File: src/rtl/video_pattern_src_pkg.sv
// Shared types and constants for the video core pipeline: frame-coordinate
// bundle, register offsets and test-pattern selector encoding.
package video_pattern_src_pkg;

  // Frame coordinates travelling alongside every pixel.
  typedef struct packed {
    logic [10:0] hc;
    logic [10:0] vc;
    logic        sof;
    logic        eol;
  } vga_fc_t;

  // Avalon-MM byte offsets of the pattern source registers.
  localparam logic [3:0] CTRL_ADDR   = 4'h0;
  localparam logic [3:0] COLOUR_ADDR = 4'h4;

  // Pattern selector held in ctrl[2:1].
  typedef enum logic [1:0] {
    PAT_SOLID   = 2'd0,
    PAT_BARS    = 2'd1,
    PAT_CHECKER = 2'd2,
    PAT_GRAD    = 2'd3
  } pattern_t;

endpackage

File: src/rtl/video_pattern_src_gen.sv
// Combinational test-pattern colour for one pixel position. The bar index is
// supplied by the caller's bar-column counter so no divider is needed here.
module video_pattern_gen
  import video_pattern_src_pkg::*;
#(
  parameter int RGB_SIZE = 12
) (
  input  pattern_t              pattern,
  input  logic [RGB_SIZE-1:0]   colour,
  input  logic [10:0]           hc,
  input  logic [10:0]           vc,
  input  logic [2:0]            bar_k,
  output logic [RGB_SIZE-1:0]   rgb
);

  localparam int C = RGB_SIZE / 3;

  // Only a few coordinate bits matter for any one pattern.
  logic unused_coord;
  assign unused_coord = ^{hc, vc};

  // Select the colour for the requested pattern.
  always_comb begin
    rgb = '0;
    case (pattern)
      PAT_SOLID:   rgb = colour;
      PAT_BARS:    rgb = {{C{bar_k[2]}}, {C{bar_k[1]}}, {C{bar_k[0]}}};
      PAT_CHECKER: rgb = (hc[5] ^ vc[5]) ? '1 : '0;
      PAT_GRAD:    rgb = {3{hc[9 -: C]}};
      default:     rgb = '0;
    endcase
  end

endmodule

File: src/rtl/video_pattern_src.sv
// Head-of-chain pixel source: frame sequencing, back-pressure handling and
// register shadowing, driving a test pattern into the first video core.
//
// Handshake: a beat transfers on a rising clk edge where snk_vld & snk_rdy are
// both high. While snk_vld=1 and snk_rdy=0 the source holds snk_fc/snk_rgb
// stable; snk_vld never drops mid-frame.
module video_pattern_src
  import video_pattern_src_pkg::*;
#(
  parameter int RGB_SIZE = 12,
  parameter int HSIZE    = 640,
  parameter int VSIZE    = 480,
  parameter int BAR_W    = 80
) (
  input  logic                clk,
  input  logic                rst,
  input  logic                avs_write,
  input  logic [3:0]          avs_address,
  input  logic [31:0]         avs_writedata,
  input  logic                snk_rdy,
  output logic                snk_vld,
  output vga_fc_t             snk_fc,
  output logic [RGB_SIZE-1:0] snk_rgb,
  output logic                busy
);

  localparam logic [10:0] H_LAST = 11'(HSIZE - 1);
  localparam logic [10:0] V_LAST = 11'(VSIZE - 1);
  localparam int          BC_W   = (BAR_W > 1) ? $clog2(BAR_W) : 1;
  localparam logic [BC_W-1:0] BC_LAST = BC_W'(BAR_W - 1);

  localparam logic [0:0] ST_IDLE   = 1'b0;
  localparam logic [0:0] ST_ACTIVE = 1'b1;

  // Shadow registers (written by the bus) and working copies (per frame).
  logic                sh_en;
  pattern_t            sh_pat;
  logic [RGB_SIZE-1:0] sh_col;
  pattern_t            wk_pat;
  logic [RGB_SIZE-1:0] wk_col;

  logic [0:0]      state;
  logic [10:0]     hc_q, vc_q;
  logic [BC_W-1:0] bc_q;
  logic [2:0]      k_q;

  logic [0:0]          nxt_state;
  logic [10:0]         nxt_hc, nxt_vc;
  logic [BC_W-1:0]     nxt_bc;
  logic [2:0]          nxt_k;
  pattern_t            nxt_pat;
  logic [RGB_SIZE-1:0] nxt_col;
  logic [RGB_SIZE-1:0] gen_rgb;

  // Upper write-data bits are not mapped to any register.
  logic unused_wdata;
  assign unused_wdata = ^avs_writedata;

  // Bus writes land in the shadow registers one cycle later.
  always_ff @(posedge clk) begin
    if (rst) begin
      sh_en  <= 1'b0;
      sh_pat <= PAT_SOLID;
      sh_col <= '0;
    end else if (avs_write) begin
      if (avs_address == CTRL_ADDR) begin
        sh_en  <= avs_writedata[0];
        sh_pat <= pattern_t'(avs_writedata[2:1]);
      end else if (avs_address == COLOUR_ADDR) begin
        sh_col <= avs_writedata[RGB_SIZE-1:0];
      end
    end
  end

  // Next frame position, bar index and working registers.
  always_comb begin
    nxt_state = state;
    nxt_hc    = hc_q;
    nxt_vc    = vc_q;
    nxt_bc    = bc_q;
    nxt_k     = k_q;
    nxt_pat   = wk_pat;
    nxt_col   = wk_col;
    case (state)
      ST_IDLE: begin
        nxt_hc = '0;
        nxt_vc = '0;
        nxt_bc = '0;
        nxt_k  = '0;
        if (sh_en) begin
          nxt_state = ST_ACTIVE;
          nxt_pat   = sh_pat;
          nxt_col   = sh_col;
        end
      end
      ST_ACTIVE: begin
        if (snk_rdy) begin
          if (hc_q == H_LAST) begin
            nxt_hc = '0;
            nxt_bc = '0;
            nxt_k  = '0;
            if (vc_q == V_LAST) begin
              // Frame boundary: keep streaming only if still enabled.
              nxt_vc = '0;
              if (sh_en) begin
                nxt_pat = sh_pat;
                nxt_col = sh_col;
              end else begin
                nxt_state = ST_IDLE;
              end
            end else begin
              nxt_vc = vc_q + 11'd1;
            end
          end else begin
            nxt_hc = hc_q + 11'd1;
            if (bc_q == BC_LAST) begin
              nxt_bc = '0;
              nxt_k  = (k_q == 3'd7) ? k_q : k_q + 3'd1;
            end else begin
              nxt_bc = bc_q + 1'b1;
            end
          end
        end
      end
      default: nxt_state = ST_IDLE;
    endcase
  end

  video_pattern_gen #(
    .RGB_SIZE(RGB_SIZE)
  ) u_gen (
    .pattern (nxt_pat),
    .colour  (nxt_col),
    .hc      (nxt_hc),
    .vc      (nxt_vc),
    .bar_k   (nxt_k),
    .rgb     (gen_rgb)
  );

  // State, counters and registered pixel outputs.
  always_ff @(posedge clk) begin
    if (rst) begin
      state   <= ST_IDLE;
      hc_q    <= '0;
      vc_q    <= '0;
      bc_q    <= '0;
      k_q     <= '0;
      wk_pat  <= PAT_SOLID;
      wk_col  <= '0;
      snk_vld <= 1'b0;
      busy    <= 1'b0;
      snk_fc  <= '0;
      snk_rgb <= '0;
    end else begin
      state   <= nxt_state;
      hc_q    <= nxt_hc;
      vc_q    <= nxt_vc;
      bc_q    <= nxt_bc;
      k_q     <= nxt_k;
      wk_pat  <= nxt_pat;
      wk_col  <= nxt_col;
      snk_vld <= (nxt_state == ST_ACTIVE);
      busy    <= (nxt_state == ST_ACTIVE);
      if (nxt_state == ST_ACTIVE) begin
        snk_fc.hc  <= nxt_hc;
        snk_fc.vc  <= nxt_vc;
        snk_fc.sof <= (nxt_hc == 11'd0) && (nxt_vc == 11'd0);
        snk_fc.eol <= (nxt_hc == H_LAST);
        snk_rgb    <= gen_rgb;
      end else begin
        snk_fc  <= '0;
        snk_rgb <= '0;
      end
    end
  end

endmodule
File: config.mk
export PLATFORM = sky130hd
export DESIGN_NAME = video_pattern_src
export DESIGN_NICKNAME = d
export VERILOG_FILES = /design/src/rtl/video_pattern_src_pkg.sv /design/src/rtl/video_pattern_src_gen.sv /design/src/rtl/video_pattern_src.sv
export SDC_FILE = /design/constraint.sdc
export NUM_CORES = 1
export LEC_CHECK = 0
export ABC_AREA = 1
export BUFFER_PORTS_ARGS = -buffer_cell sky130_fd_sc_hd__buf_2
export CAP_MARGIN = 20
export CORE_UTILIZATION = 35
export DETAILED_ROUTE_END_ITERATION = 10
export GPL_TIMING_DRIVEN = 0
export SETUP_SLACK_MARGIN = 0.05
export SLEW_MARGIN = 15
export SYNTH_ARGS = -nofsm -noshare
export SYNTH_HDL_FRONTEND = slang
export SYNTH_SLANG_ARGS = --single-unit
File: constraint.sdc
create_clock -name clk -period 5.2 [get_ports clk]
set_input_delay 0.52 -clock clk [delete_from_list [all_inputs] [get_ports clk]]
set_output_delay 0.52 -clock clk [all_outputs]
set_load 0.01 [all_outputs]
==> impl_results.md <==
- Status: completed
- Leak: 0.00254 uW
- Max-cap violations: 0
- Mapped Cells: 647
- # diodes: 0
- GR Overflow Total: 0
- Placed cell areas: 4950 sq um
- Sink Count: 98
- Top-area cell type share of the netlist area: 44.0%
- Reg2Reg Depth: 14
- CTS buffer count: 9
- Vias/cell: 4.59
- Flops & latches, synth: 98
- Mapped Area: 4460 sq um
- Fin. Hold Viols: 0
- Slew HR: 60.4%
- FMAX: 0.416 GHz
- Num ports: 78
- CTS root buffer: clkbuf_16
- Die X: 115 um
- Post-CTS Hold Fix Bufs: 0
- Post-synth top area cell: dfxtp_1
- Crit Path Class: flop to flop
- Hold Path Depth: 3
- Top cells by area, synth: dfxtp_1 (44%), nand2_1 (12%), nand3_1 (8.5%)
- Die Height: 115 um
- Via count: 4071
- TritonCTS clock tree: built
- Syn Area/Cell: 6.89 sq um
- Worst Path Arrival: 2690 ps
- Initial antenna violation count: 0
- Yosys cell types: 36
- Core Rows: 40
- Syn Nets: 691
- Hold crit path type: primary input to flop
- NumNets Final: 758
- Starting density of the core: 36.5%
- Commonest cells after routing, fill and taps aside: nand2_1 (148), dfxtp_1 (98), inv_1 (94), nor2_1 (94), nand3_1 (76)
- Routed WL: 11.0 mm
- Post-route minimum period: 2410 ps
- Tot GR Track Use: 18.3%
- Worst-Skew Late Latency: 350 ps
- Worst Skew: 6.96 ps
- Global-route wire length before repair: 18.9 mm
- Warnings, synthesis: 0
- Antenna Violating Nets Remaining: 0
- RSZ-0062 raised after global routing: no
- Crit start category: flop
- Worst slew pin tran: 595 ps
- Largest fanout on the critical path: 10
- Commonest non-fill, non-tap cell in the layout: nand2_1
- Clock Pin Slew Worst Setup and Hold Paths: 70 ps
- Remaining DRCs: 0
- TNS Setup: 0 ps
- Crit end category: flop
- Async S/R FF share, synth: 0%
- Final setup violation count: 0
- Worst VDD drop: 130 uV
- Setup bufs post-CTS: 0
- Vias in the first global route: 3883
- Dpl cells: 871
- Wire per inst: 12.4 um
- Layout cell share with drive strength beyond 1: 15.0%
- Pins Over Slew Limit: 0
- Post-synth EDFFs: 0
- Initial drt markers: 257
- Cts repair resizes: 0
- Critical path required time: 5490 ps
- Hold WS: 451 ps
- GPL Wtd Cong: 0.873
- P&R area growth vs syn: 18.9%
- CTS Buffer Depth: 2
- Core Region: 12200 sq um
- Die area: 13200 sq um
- H-tree Lvls: 3
- Port Buffers: 56
- Final std cells w/o fill: 887
- Seq/Total Area, Yosys: 44.0%
- P per Cell Area: 303 nW/um^2
- Pin count of the biggest net entering global routing: 16
- Most used DFF post-synth: dfxtp_1
- Period utilisation layout: 46.3%
- Post-route cell area: 5300 sq um
- Initial DRT Pass Iterations: 5
- Dpl hpwl: 8.33 mm
==> routing by layer <==
layer / wire length [um] / track usage (%)
met5: 0 / 0
met2: 4670 / 27.6
met3: 588 / 3.69
met1: 5590 / 25.8
met4: 180 / 6.41
==> worst max-delay path: stages (launching register included) <==
cell and delay, ps:
dfxtp_1 390, ha_1 290, nand2_2 110, nor2_4 150, nand4_1 210, nand2_1 240
nand2_1 260, nand3_1 170, nand2_1 80, inv_1 70, nand2_2 70, buf_6 140
nand3_1 60, nand2_1 50, inv_1 50
==> cells by family (layout without fill, tap and decap cells) <==
logic type      after synthesis  count (layout)  share of synthesized area, %
compound gates               57              57                          7.05
simple gates                361             361                          35.8
buf+inv                     123             195                          11.2
flops                        98              98                          44.0
xor+xnor                      4               4                         0.786
fa+ha+maj                     4               4                          1.12
==> sequential cells by signal (all words and copies together) (netlist names) <==
| name | count |
|---|---|
| vc_q | 11 |
| hc_q | 11 |
| sh_col | 12 |
| sh_en | 1 |
| bc_q | 7 |
| wk_col | 12 |
| sh_pat | 2 |
| snk_fc | 24 |
| k_q | 3 |
| state | 1 |
| wk_pat | 2 |
| snk_rgb | 12 |
==> where the power goes <==
part / internal, uW / switching, uW / leakage, uW
logic: 22.4 / 45.2 / 0.00158
registers: 757 / 2.68 / 0.000790
clock network: 497 / 284 / 0.000169
==> final timing paths <==
check / to / slack (ps) / start
min: sh_col[10] / 450 / avs_writedata[10]
min reg2reg: sh_col[8] / 450 / sh_col[8]
max reg2reg: snk_rgb[4] / 2790 / hc_q[0]
max: snk_rgb[4] / 2790 / hc_q[0]
==> cells in the mapped netlist (4+ instances only) <==
master	instances
clkbuf_1	9
nor3_1	5
dfxtp_1	98
nand2_1	148
nand3_1	76
inv_1	94
nand2_4	4
nand4_1	11
nand3b_1	5
nand2_2	7
o21ai_0	22
a21oi_1	23
ha_1	4
xor2_1	4
buf_4	4
nor2_1	94
==> stage by stage <==
step	total power (uW)	util, %	setup slack, ps
detailed placement	844	40.5	2800
global route	1670	43.4	2500
global placement	843	40.5	2850
CTS	1630	43.4	2780
finish	1610	43.4	2790
floorplan	820	-	3250
==> layout make-up <==
cell class / count / area (sq um)
Buffer: 22 / 118
Clock buffer: 12 / 256
Clock inverter: 4 / 97.6
Fill cell: 1299 / 6910
Inverter: 101 / 382
Multi-Input combinational cell: 426 / 2000
Sequential cell: 98 / 1960
Tap cell: 168 / 210
Timing Repair Buffer: 56 / 280
No activity file was read; power rests on OpenSTA's default activity.
